`src/rtl/piso_serializer.sv`:
```
`default_nettype none
// ============================================================================
//  Module   : piso_serializer
//  Function : Parallel-in serial-out transmitter. Accepts a word over a
//             valid/ready handshake and shifts it out MSB first, one bit per
//             shift_en tick, with gap-free back-to-back frames.
//  Revision : 1.0  initial release
// ============================================================================
module piso_serializer #(
    parameter int WIDTH = 8
) (
    input  logic             clk,
    input  logic             clear_n,
    input  logic [WIDTH-1:0] din,
    input  logic             load_valid,
    output logic             load_ready,
    input  logic             shift_en,
    output logic             so,
    output logic             so_valid,
    output logic             last
);

    localparam int                C_CNT_W  = $clog2(WIDTH);
    localparam logic [C_CNT_W-1:0] C_LAST   = C_CNT_W'(WIDTH - 1);
    localparam logic [C_CNT_W-1:0] C_PENULT = C_CNT_W'(WIDTH - 2);

    typedef enum logic [0:0] {
        IDLE  = 1'b0,
        SHIFT = 1'b1
    } state_t;

    state_t             state_q;
    logic [WIDTH-1:0]   sreg_q;
    logic [C_CNT_W-1:0] cnt_q;
    logic               last_q;

    logic               w_final_tick;
    logic               w_accept;

    // Final bit is being consumed this edge: the only SHIFT cycle that can take a new word.
    assign w_final_tick = (state_q == SHIFT) && (cnt_q == C_LAST) && shift_en;
    assign load_ready   = (state_q == IDLE) || w_final_tick;
    assign w_accept     = load_valid && load_ready;

    // Frame sequencing: load, shift, back-to-back reload or return to idle.
    always_ff @(posedge clk or negedge clear_n) begin
        if (!clear_n) begin
            state_q <= IDLE;
            sreg_q  <= '0;
            cnt_q   <= '0;
            last_q  <= 1'b0;
        end else if (w_accept) begin
            // New word: MSB appears on so straight after this edge.
            state_q <= SHIFT;
            sreg_q  <= din;
            cnt_q   <= '0;
            last_q  <= 1'b0;
        end else if (state_q == SHIFT && shift_en) begin
            if (cnt_q == C_LAST) begin
                // Frame done and nothing waiting: clear so the line idles low.
                state_q <= IDLE;
                sreg_q  <= '0;
                cnt_q   <= '0;
                last_q  <= 1'b0;
            end else begin
                sreg_q  <= {sreg_q[WIDTH-2:0], 1'b0};
                cnt_q   <= cnt_q + 1'b1;
                last_q  <= (cnt_q == C_PENULT);
            end
        end
    end

    // Outputs come straight from flops; sreg is zero in IDLE so so idles low.
    assign so       = sreg_q[WIDTH-1];
    assign so_valid = (state_q == SHIFT);
    assign last     = last_q;

endmodule
`default_nettype wire

```
`config.mk`:
```
export PLATFORM = sky130hd
export DESIGN_NAME = piso_serializer
export DESIGN_NICKNAME = d
export VERILOG_FILES = /design/src/rtl/piso_serializer.sv
export SDC_FILE = /design/constraint.sdc
export NUM_CORES = 1
export LEC_CHECK = 0
export BUFFER_PORTS_ARGS = -buffer_cell sky130_fd_sc_hd__buf_2
export CORE_MARGIN = 4
export CORE_UTILIZATION = 48
export CTS_CLUSTER_DIAMETER = 100
export DETAILED_ROUTE_END_ITERATION = 10
export PLACE_DENSITY = 0.73
export SKIP_LAST_GASP = 1
export SLEW_MARGIN = 25
export SYNTH_ARGS = -nofsm -noshare
export SYNTH_HDL_FRONTEND = slang
export SYNTH_SLANG_ARGS = --single-unit
```
`constraint.sdc`:
```
create_clock -name clk -period 1.6 [get_ports clk]
set_input_delay 0.16 -clock clk [delete_from_list [all_inputs] [get_ports clk]]
set_output_delay 0.16 -clock clk [all_outputs]
set_load 0.02 [all_outputs]
```
**Word level (Yosys, flattened, before mapping)**

Index checks and enable logic that the tools add are counted.

- Bits of input ports: 12
- Output and inout port bits: 4
- Bits in registers: 13
- Logic and storage cells: 28

- Add/subtract/negate cells: 1
- Reduce and logical (&&, ||, !) cells: 8
- Muxes and demuxes: 12
- Equality and inequality tests: 2
- Bitwise gates (word level): 1

Operators by type and width:

| cell | count |
|---|---|
| two-way mux 8 bit | 3 |
| two-way mux 3 bit | 3 |
| equality test 3 bit, second input constant | 2 |
| two-way mux 1 bit | 6 |
| logical AND 1 bit | 4 |
| nonzero test 2 bit | 2 |
| adder 3 x 1 -> 3 bit, second input constant | 1 |
| AND reduction 2 bit | 1 |
| logical OR 1 bit | 1 |
| NOT 1 bit | 1 |

**Longest topological paths before layout**

Gate-level depths: netlist of run 1.

- Depth in word-level cells: 7
- Mapped depth: 7
- Mapped depth without buffers: 5

**Worst setup path before layout of run 1**

OpenSTA, ideal clock, no wires.

- Path kind: register to register
- Start: register cnt_q[0]
- End: register sreg_q[5]
- Library setup time: 0.123 ns
- Slack: -0.062 ns
- Path buffers: 2
- Clock period less this slack: 1.662 ns
- Arrival time: 1.539 ns
- Cell stages (with the launch flop): 8
- Cell sequence: dfrtp_1 ha_1 ha_1 buf_6 buf_12 a21bo_1 a32oi_1 nand2_1

- Cells in the longest elaborated chain, start to end: 6
- Elaborated cells between the ends (all ways): 9
- Those cells by class: 1 x eq/ne; 3 x mux; 5 x reduce/logical

Ends and longest elaborated chain:

| what | line | RTL |
|---|---|---|
| start: declaration | 34 | `logic [C_CNT_W-1:0] cnt_q;` |
| start signal: assignment | 67 | `cnt_q <= cnt_q + 1'b1;` |
| equality test 3 bit (*) | 41 | `assign w_final_tick = (state_q == SHIFT) && (cnt_q == C_LAST) && shift_en;` |
| logical AND 1 bit (*) (2 in series) | 41 |  |
| logical OR 1 bit (*) | 42 | `assign load_ready = (state_q == IDLE) \|\| w_final_tick;` |
| via load_ready | 16 | `output logic load_ready,` |
| logical AND 1 bit (*) | 43 | `assign w_accept = load_valid && load_ready;` |
| two-way mux 8 bit / nonzero test 2 bit (equally long branches) | - |  |
| end signal: assignment | 55 | `sreg_q <= din;` |
| end signal: assignment | 66 | `sreg_q <= {sreg_q[WIDTH-2:0], 1'b0};` |
| end: declaration | 33 | `logic [WIDTH-1:0] sreg_q;` |

Mark *: on every way through the listed nets, which the timed path passes. The rest lies on a longest branch. The select of a mux whose other input is x is not followed.
A chain may end at the register's enable or synchronous reset.

**Worst setup path in the final report of run 1**

- Start: register cnt_q[0]
- End: output port load_ready

- Cells in the longest elaborated chain, start to end: 4

Ends and longest elaborated chain:

| what | line |
|---|---|
| equality test 3 bit | 41 |
| logical AND 1 bit (2 in series) | 41 |
| logical OR 1 bit | 42 |
| end: declaration | 16 |

Every way passes these cells.

==> Flow_metrics.wiki, run 1 <==
{| class="wikitable"
! Metric !! Value
|-
| Final Instance Count excl. Fillers || 137
|-
| Worst slew slack as a fraction of its limit || 0.7205
|-
| Buffers on Ports || 15
|-
| Die Area || 0.002563 mm2
|-
| Die Y || 50.63 um
|-
| DR DRC count || 0
|-
| Design Power || 1.419 mW
|-
| Number of antenna violations at the first check in global routing || 0
|-
| Detail Placement HPWL || 1.259 mm
|-
| Remaining number of nets flagged by the antenna check after routing || 0
|-
| Worst setup path category || reg -> out
|-
| Total power divided by cell area || 1358 mW/mm2
|-
| Synth Area per Inst || 9.583 um2
|-
| Global-route usage over all layers || 0.1476
|-
| Worst min path class || in -> reg
|-
| Cell area after layout || 0.001045 mm2
|-
| Number of nets in the finished design || 128
|-
| Pre-CTS setup slack || 0.02076 ns
|-
| Maximum achievable frequency || 635.8 MHz
|-
| Ratio of cells with drive above 1 in the final layout || 0.3393
|-
| End-of-flow core utilization || 0.6051
|-
| Worst voltage drop across the vdd grid || 0.6901 mV
|-
| Top library cells by usage in the layout, fill and taps aside || 14 x buf_2, 13 x dfrtp_1, 7 x inv_1
|-
| Arrival time of data at the critical path endpoint || 1.41 ns
|-
| Max-slew violations || 0
|-
| Critical path fanouts, max || 5
|-
| Slowest stage cell, crit path || dfrtp_1
|-
| Final weighted congestion in routability-driven placement || 0.7382
|-
| Pre-Repair DR Iteration Count || 4
|-
| Number of placement rows || 15
|-
| Cell total after placement || 128
|-
| Net count after synthesis || 106
|-
| Wire length of the first global-routing pass || 2.870 mm
|-
| Cell family with the largest share of critical-path delay || flip-flops
|-
| Launching element type of the critical path || flip-flop
|-
| Overall die width || 50.63 um
|-
| Buffer levels on the longest clock path || 2
|-
| Area overhead of the layout relative to synthesis || 19.80%
|-
| Final count of negative-setup-slack endpoints || 0
|-
| Number of diodes added for antenna fixing || 0
|-
| Synth Flop Type || dfrtp_1
|-
| CTS root buffer || clkbuf_4
|-
| # H-tree levels || 1
|-
| TritonCTS Sinks || 13
|-
| Fillers || 160
|-
| Starting DRC count in detailed routing || 6
|-
| Count of unique library cells instantiated by Yosys || 30
|-
| Post-detailed-routing wire length || 1.799 mm
|-
| Setup TNS || 0 ns
|-
| Kind of end point of the critical path || primary output
|-
| Maximum number of pins on one net before global-route repair || 16
|-
| Final period utilization || 0.9830
|-
| Remaining global-route overflow || 0
|-
| Core Box Area || 0.001727 mm2
|-
| Worst-Margin Slew || 0.4183 ns
|-
| Unrepaired setup endpoints after global routing || yes
|-
| Number of enable-type register cells in the synthesized netlist || 0
|-
| Most frequent standard cell in the layout excluding fill and tap cells || buf_2
|-
| Count of state elements after synthesis || 13
|-
| CTS tree || yes
|-
| Post-Synthesis Cell Area || 872.1 um2
|-
| Count of max-cap constraint violations || 0
|-
| Vias in the first global route || 636
|-
| Outcome || finished clean
|-
| Sequence of cells on the critical path || ha_2 > ha_4 > a21bo_4 > buf_6
|-
| Required time at the worst-slack endpoint || 1.44 ns
|-
| Setup ws final || 0.02713 ns
|-
| Leakage power || 0.5043 nW
|-
| Clock insertion delay at the later pin of the skew report || 0.27 ns
|-
| Yosys synthesis warning count || 0
|-
| Total number of vias || 725
|-
| Footprint of the multi-input gates || 488.0 um2
|-
| Area taken by flip-flops and latches || 325.3 um2
|-
| Routed wire length per instance || 13.13 um
|-
| Count of endpoints failing hold in the final timing report || 0
|-
| I/O pins || 16
|-
| Delay contributed by the slowest stage of the critical path || 0.40 ns
|-
| Shortest clock period the worst path allows after layout || 1.573 ns
|-
| Reg clk slew, reported paths || 0.08 ns
|-
| Worst-case hold slack || 0.1050 ns
|-
| Buf/Inv on CP || 1
|-
| Initial core utilization || 0.5051
|-
| Gate count of the mapped netlist || 91
|-
| Post-synth ARST share || 1.000
|-
| Number of vias per cell after detailed routing || 5.292
|-
| Worst setup skew after layout || 0.003881 ns
|-
| Area after DPL || 953.4 um2
|-
| TritonCTS buffer count || 3
|-
| Share of the yosys chip area belonging to registers || 0.3730
|}
[repair_timing]
| action | in CTS | in global routing |
|---|---|---|
| pin swaps | 0 | 4 |
| endpoints found under the setup margin | 2 | 5 |
| resized for setup | 1 | 6 |
| buffers inserted | 3 | 1 |
| hold buffers | 1 | 0 |
| hold endpoints to repair | 13 | 0 |
[worst register-to-register path, delay by kind of cell (launching register included)]
family	cells	cell delay, ns
buf+inv	1	0.14
flops	1	0.40
simple gates	1	0.18
fa+ha+maj	2	0.38
compound gates	2	0.33
[logic make-up after synthesis]
kind of cell / Yosys count / share of synthesized area
mux: 7 / 0.09325
simple gates: 28 / 0.1822
buf+inv: 13 / 0.09756
compound gates: 27 / 0.2109
fa+ha+maj: 3 / 0.04305
flops: 13 / 0.3730
[synth_stat cells, types with 3 or more instances]
cell type	number	share of area
buf_4	3	0.026
ha_1	3	0.043
inv_1	7	0.030
a21oi_1	5	0.029
o21ai_0	7	0.040
nand2_1	5	0.022
and2b_1	5	0.043
nor2b_1	3	0.022
nor2_1	6	0.026
a211oi_1	5	0.043
dfrtp_1	13	0.37
mux2_2	5	0.065
[routing by layer]
layer,vias to the layer above,GRT usage,wire length (um),part of all wire
li1,366,-,-,-
met1,339,0.1967,867,0.48
met2,18,0.2217,812,0.45
met3,2,0.04748,105,0.058
met4,0,0.05381,12,0.0067
met5,-,0,0,0
[flip-flops by register name, summed over array words and instances (netlist names)]
name	count
sreg_q	8
so_valid	1
last	1
cnt_q	3
[area by class of cell]
class                      instances  share of cell area
multi-input combinational         65              0.4671
inverter                           7             0.02515
clock buffer                       4             0.02515
timing repair buffer              23              0.1413
tap                               25             0.02994
sequential                        13              0.3114
[path summary, 6_finish.rpt]
kind | from | endpoint | slack [ns] | cells after the start
setup reg to reg | cnt_q[0] | sreg_q[1] | 0.08 | 6
max in group asynchronous | clear_n | sreg_q[0] | 1.06 | 2
hold reg to reg | last | last | 0.51 | 2
min in group asynchronous | clear_n | cnt_q[2] | 0.30 | 2
hold / removal | din[2] | sreg_q[2] | 0.10 | 3
setup / recovery | cnt_q[0] | load_ready | 0.03 | 4
[report_power, final]
group	total (mW)	switching (mW)	internal [mW]	leakage, nW
clock	0.205	0.109	0.0966	0.0150
sequential	0.541	0.0952	0.446	0.160
combinational	0.673	0.297	0.376	0.330
Note: power is estimated with default switching activity, not from simulation.
==> run 2: changes to the inputs <==
Settings changed: CORE_UTILIZATION 48 to 40, PLACE_DENSITY 0.73 to 0.71.
Clock period 1.6 ns to 2 ns, I/O delays scaled along.
==> Flow_metrics.wiki, run 2 (synthesized netlist as in run 1, its figures left out) <==
{| class="wikitable"
! Metric !! Value
|-
| Routed wire length per instance || 12.45 um
|-
| Total power divided by cell area || 1072 mW/mm2
|-
| Detail Placement HPWL || 1.180 mm
|-
| Required time at the worst-slack endpoint || 1.80 ns
|-
| Die Y || 54.69 um
|-
| Arrival time of data at the critical path endpoint || 1.60 ns
|-
| Leakage power || 0.4711 nW
|-
| Buffers on Ports || 15
|-
| Worst setup path category || reg -> out
|-
| I/O pins || 16
|-
| Shortest clock period the worst path allows after layout || 1.801 ns
|-
| Maximum achievable frequency || 555.1 MHz
|-
| Vias in the first global route || 675
|-
| Overall die width || 54.69 um
|-
| Ratio of cells with drive above 1 in the final layout || 0.2667
|-
| Number of nets in the finished design || 121
|-
| Largest Register || sreg_q
|-
| Count of endpoints failing hold in the final timing report || 0
|-
| Initial core utilization || 0.4313
|-
| Post-detailed-routing wire length || 1.644 mm
|-
| Worst min path class || in -> reg
|-
| Maximum number of pins on one net before global-route repair || 19
|-
| Critical path fanouts, max || 18
|-
| Global-route usage over all layers || 0.1371
|-
| Launch point of the worst reg-to-reg path || cnt_q[0]
|-
| Outcome || finished clean
|-
| End-of-flow core utilization || 0.4752
|-
| # H-tree levels || 1
|-
| Number of flip-flops under the largest register name || 8
|-
| Setup TNS || 0 ns
|-
| Number of placement rows || 16
|-
| Worst slew slack as a fraction of its limit || 0.7286
|-
| Launch point of the worst hold path || din[1]
|-
| Core Box Area || 0.002022 mm2
|-
| Kind of end point of the critical path || primary output
|-
| Slowest stage cell, crit path || dfrtp_1
|-
| Delay contributed by the slowest stage of the critical path || 0.40 ns
|-
| CTS root buffer || clkbuf_4
|-
| Reg2reg setup slack || 0.41 ns
|-
| Clock insertion delay at the later pin of the skew report || 0.27 ns
|-
| DR DRC count || 0
|-
| Die Area || 0.002991 mm2
|-
| Startpoint of the most critical setup path || cnt_q[0]
|-
| TritonCTS Sinks || 13
|-
| Top library cells by usage in the layout, fill and taps aside || 15 x buf_2, 13 x dfrtp_1, 7 x inv_1, 7 x o21ai_0, 6 x nor2_1
|-
| Total number of vias || 698
|-
| Number of vias per cell after detailed routing || 5.288
|-
| Worst setup skew after layout || 0.002418 ns
|-
| Pre-Repair DR Iteration Count || 4
|-
| Most frequent standard cell in the layout excluding fill and tap cells || buf_2
|-
| Worst voltage drop across the vdd grid || 0.6706 mV
|-
| TritonCTS buffer count || 3
|-
| Final Instance Count excl. Fillers || 132
|-
| Worst-Margin Slew || 0.4061 ns
|-
| Reg clk slew, reported paths || 0.08 ns
|-
| Number of antenna violations at the first check in global routing || 0
|-
| Count of max-cap constraint violations || 0
|-
| CTS tree || yes
|-
| Sequence of cells on the critical path || ha_1 > ha_2 > a21bo_1 > buf_2
|-
| Cell total after placement || 127
|-
| Buffer levels on the longest clock path || 2
|-
| Leading registers by flop count || sreg_q x8, cnt_q x3
|-
| Post-CTS repair timing setup buffer count || 0
|-
| Final count of negative-setup-slack endpoints || 0
|-
| Remaining global-route overflow || 0
|-
| Max-slew violations || 0
|-
| Area overhead of the layout relative to synthesis || 10.19%
|-
| Final weighted congestion in routability-driven placement || 0.7598
|-
| Final period utilization || 0.9007
|-
| Wire length of the first global-routing pass || 2.911 mm
|-
| Remaining number of nets flagged by the antenna check after routing || 0
|-
| Number of diodes added for antenna fixing || 0
|-
| Launching element type of the critical path || flip-flop
|-
| Starting DRC count in detailed routing || 10
|-
| Unrepaired setup endpoints after global routing || no
|}
run 2: through the flow:
step	instance area [um2]	hold WS (ns)	power [mW]	setup WS, ns
global placement	922.1	0.1095	0.8540	0.3056
finish	960.9	0.1527	1.030	0.1987
floorplan	872.1	-0.09559	0.7958	0.3383
global route	960.9	0.1556	1.136	0.09962
detailed placement	922.1	0.1146	0.8704	0.2699
CTS	958.4	0.1412	1.046	0.01665
run 2: layer usage:
metal,track usage,routed length [um],up-vias
li1,-,-,350
met1,0.1764,768,327
met2,0.2087,765,17
met3,0.04905,85,4
met4,0.04979,25,0
met5,0,0,-
run 2: cell type report:
class,instances,area (um2)
clock buffers,4,26.28
fillers,200,1061
inverters,7,26.28
multi-input cells,65,464.2
flip-flops and latches,13,325.3
well taps,27,33.78
repair buffers,16,85.08
run 2: critical path, delay by kind of cell, from the launching register on:
kind | cells | cell delay [ns]
DFF | 1 | 0.40
adders and majority gates | 2 | 0.54
AOI/OAI and AO/OA | 1 | 0.21
buffers and inverters | 1 | 0.18
run 2: repair_timing:
action / 4_1_cts / 5_1_grt
resized for setup: 0 / 1
hold endpoints to repair: 13 / 0
hold buffers: 1 / 0
setup endpoints to repair: 0 / 1
run 2: final timing paths:
path | to | cells past startpoint
min in group asynchronous | cnt_q[0] | 2
worst max-delay path | load_ready | 4
max in group asynchronous | sreg_q[7] | 2
worst min-delay path | sreg_q[1] | 3
worst min register to register | last | 2
worst max register to register | sreg_q[7] | 5
run 2: power by group:
part	switching [mW]	internal, mW
Clock	0.0836	0.0772
Combinational	0.201	0.231
Sequential	0.0810	0.357
Total	0.365	0.664
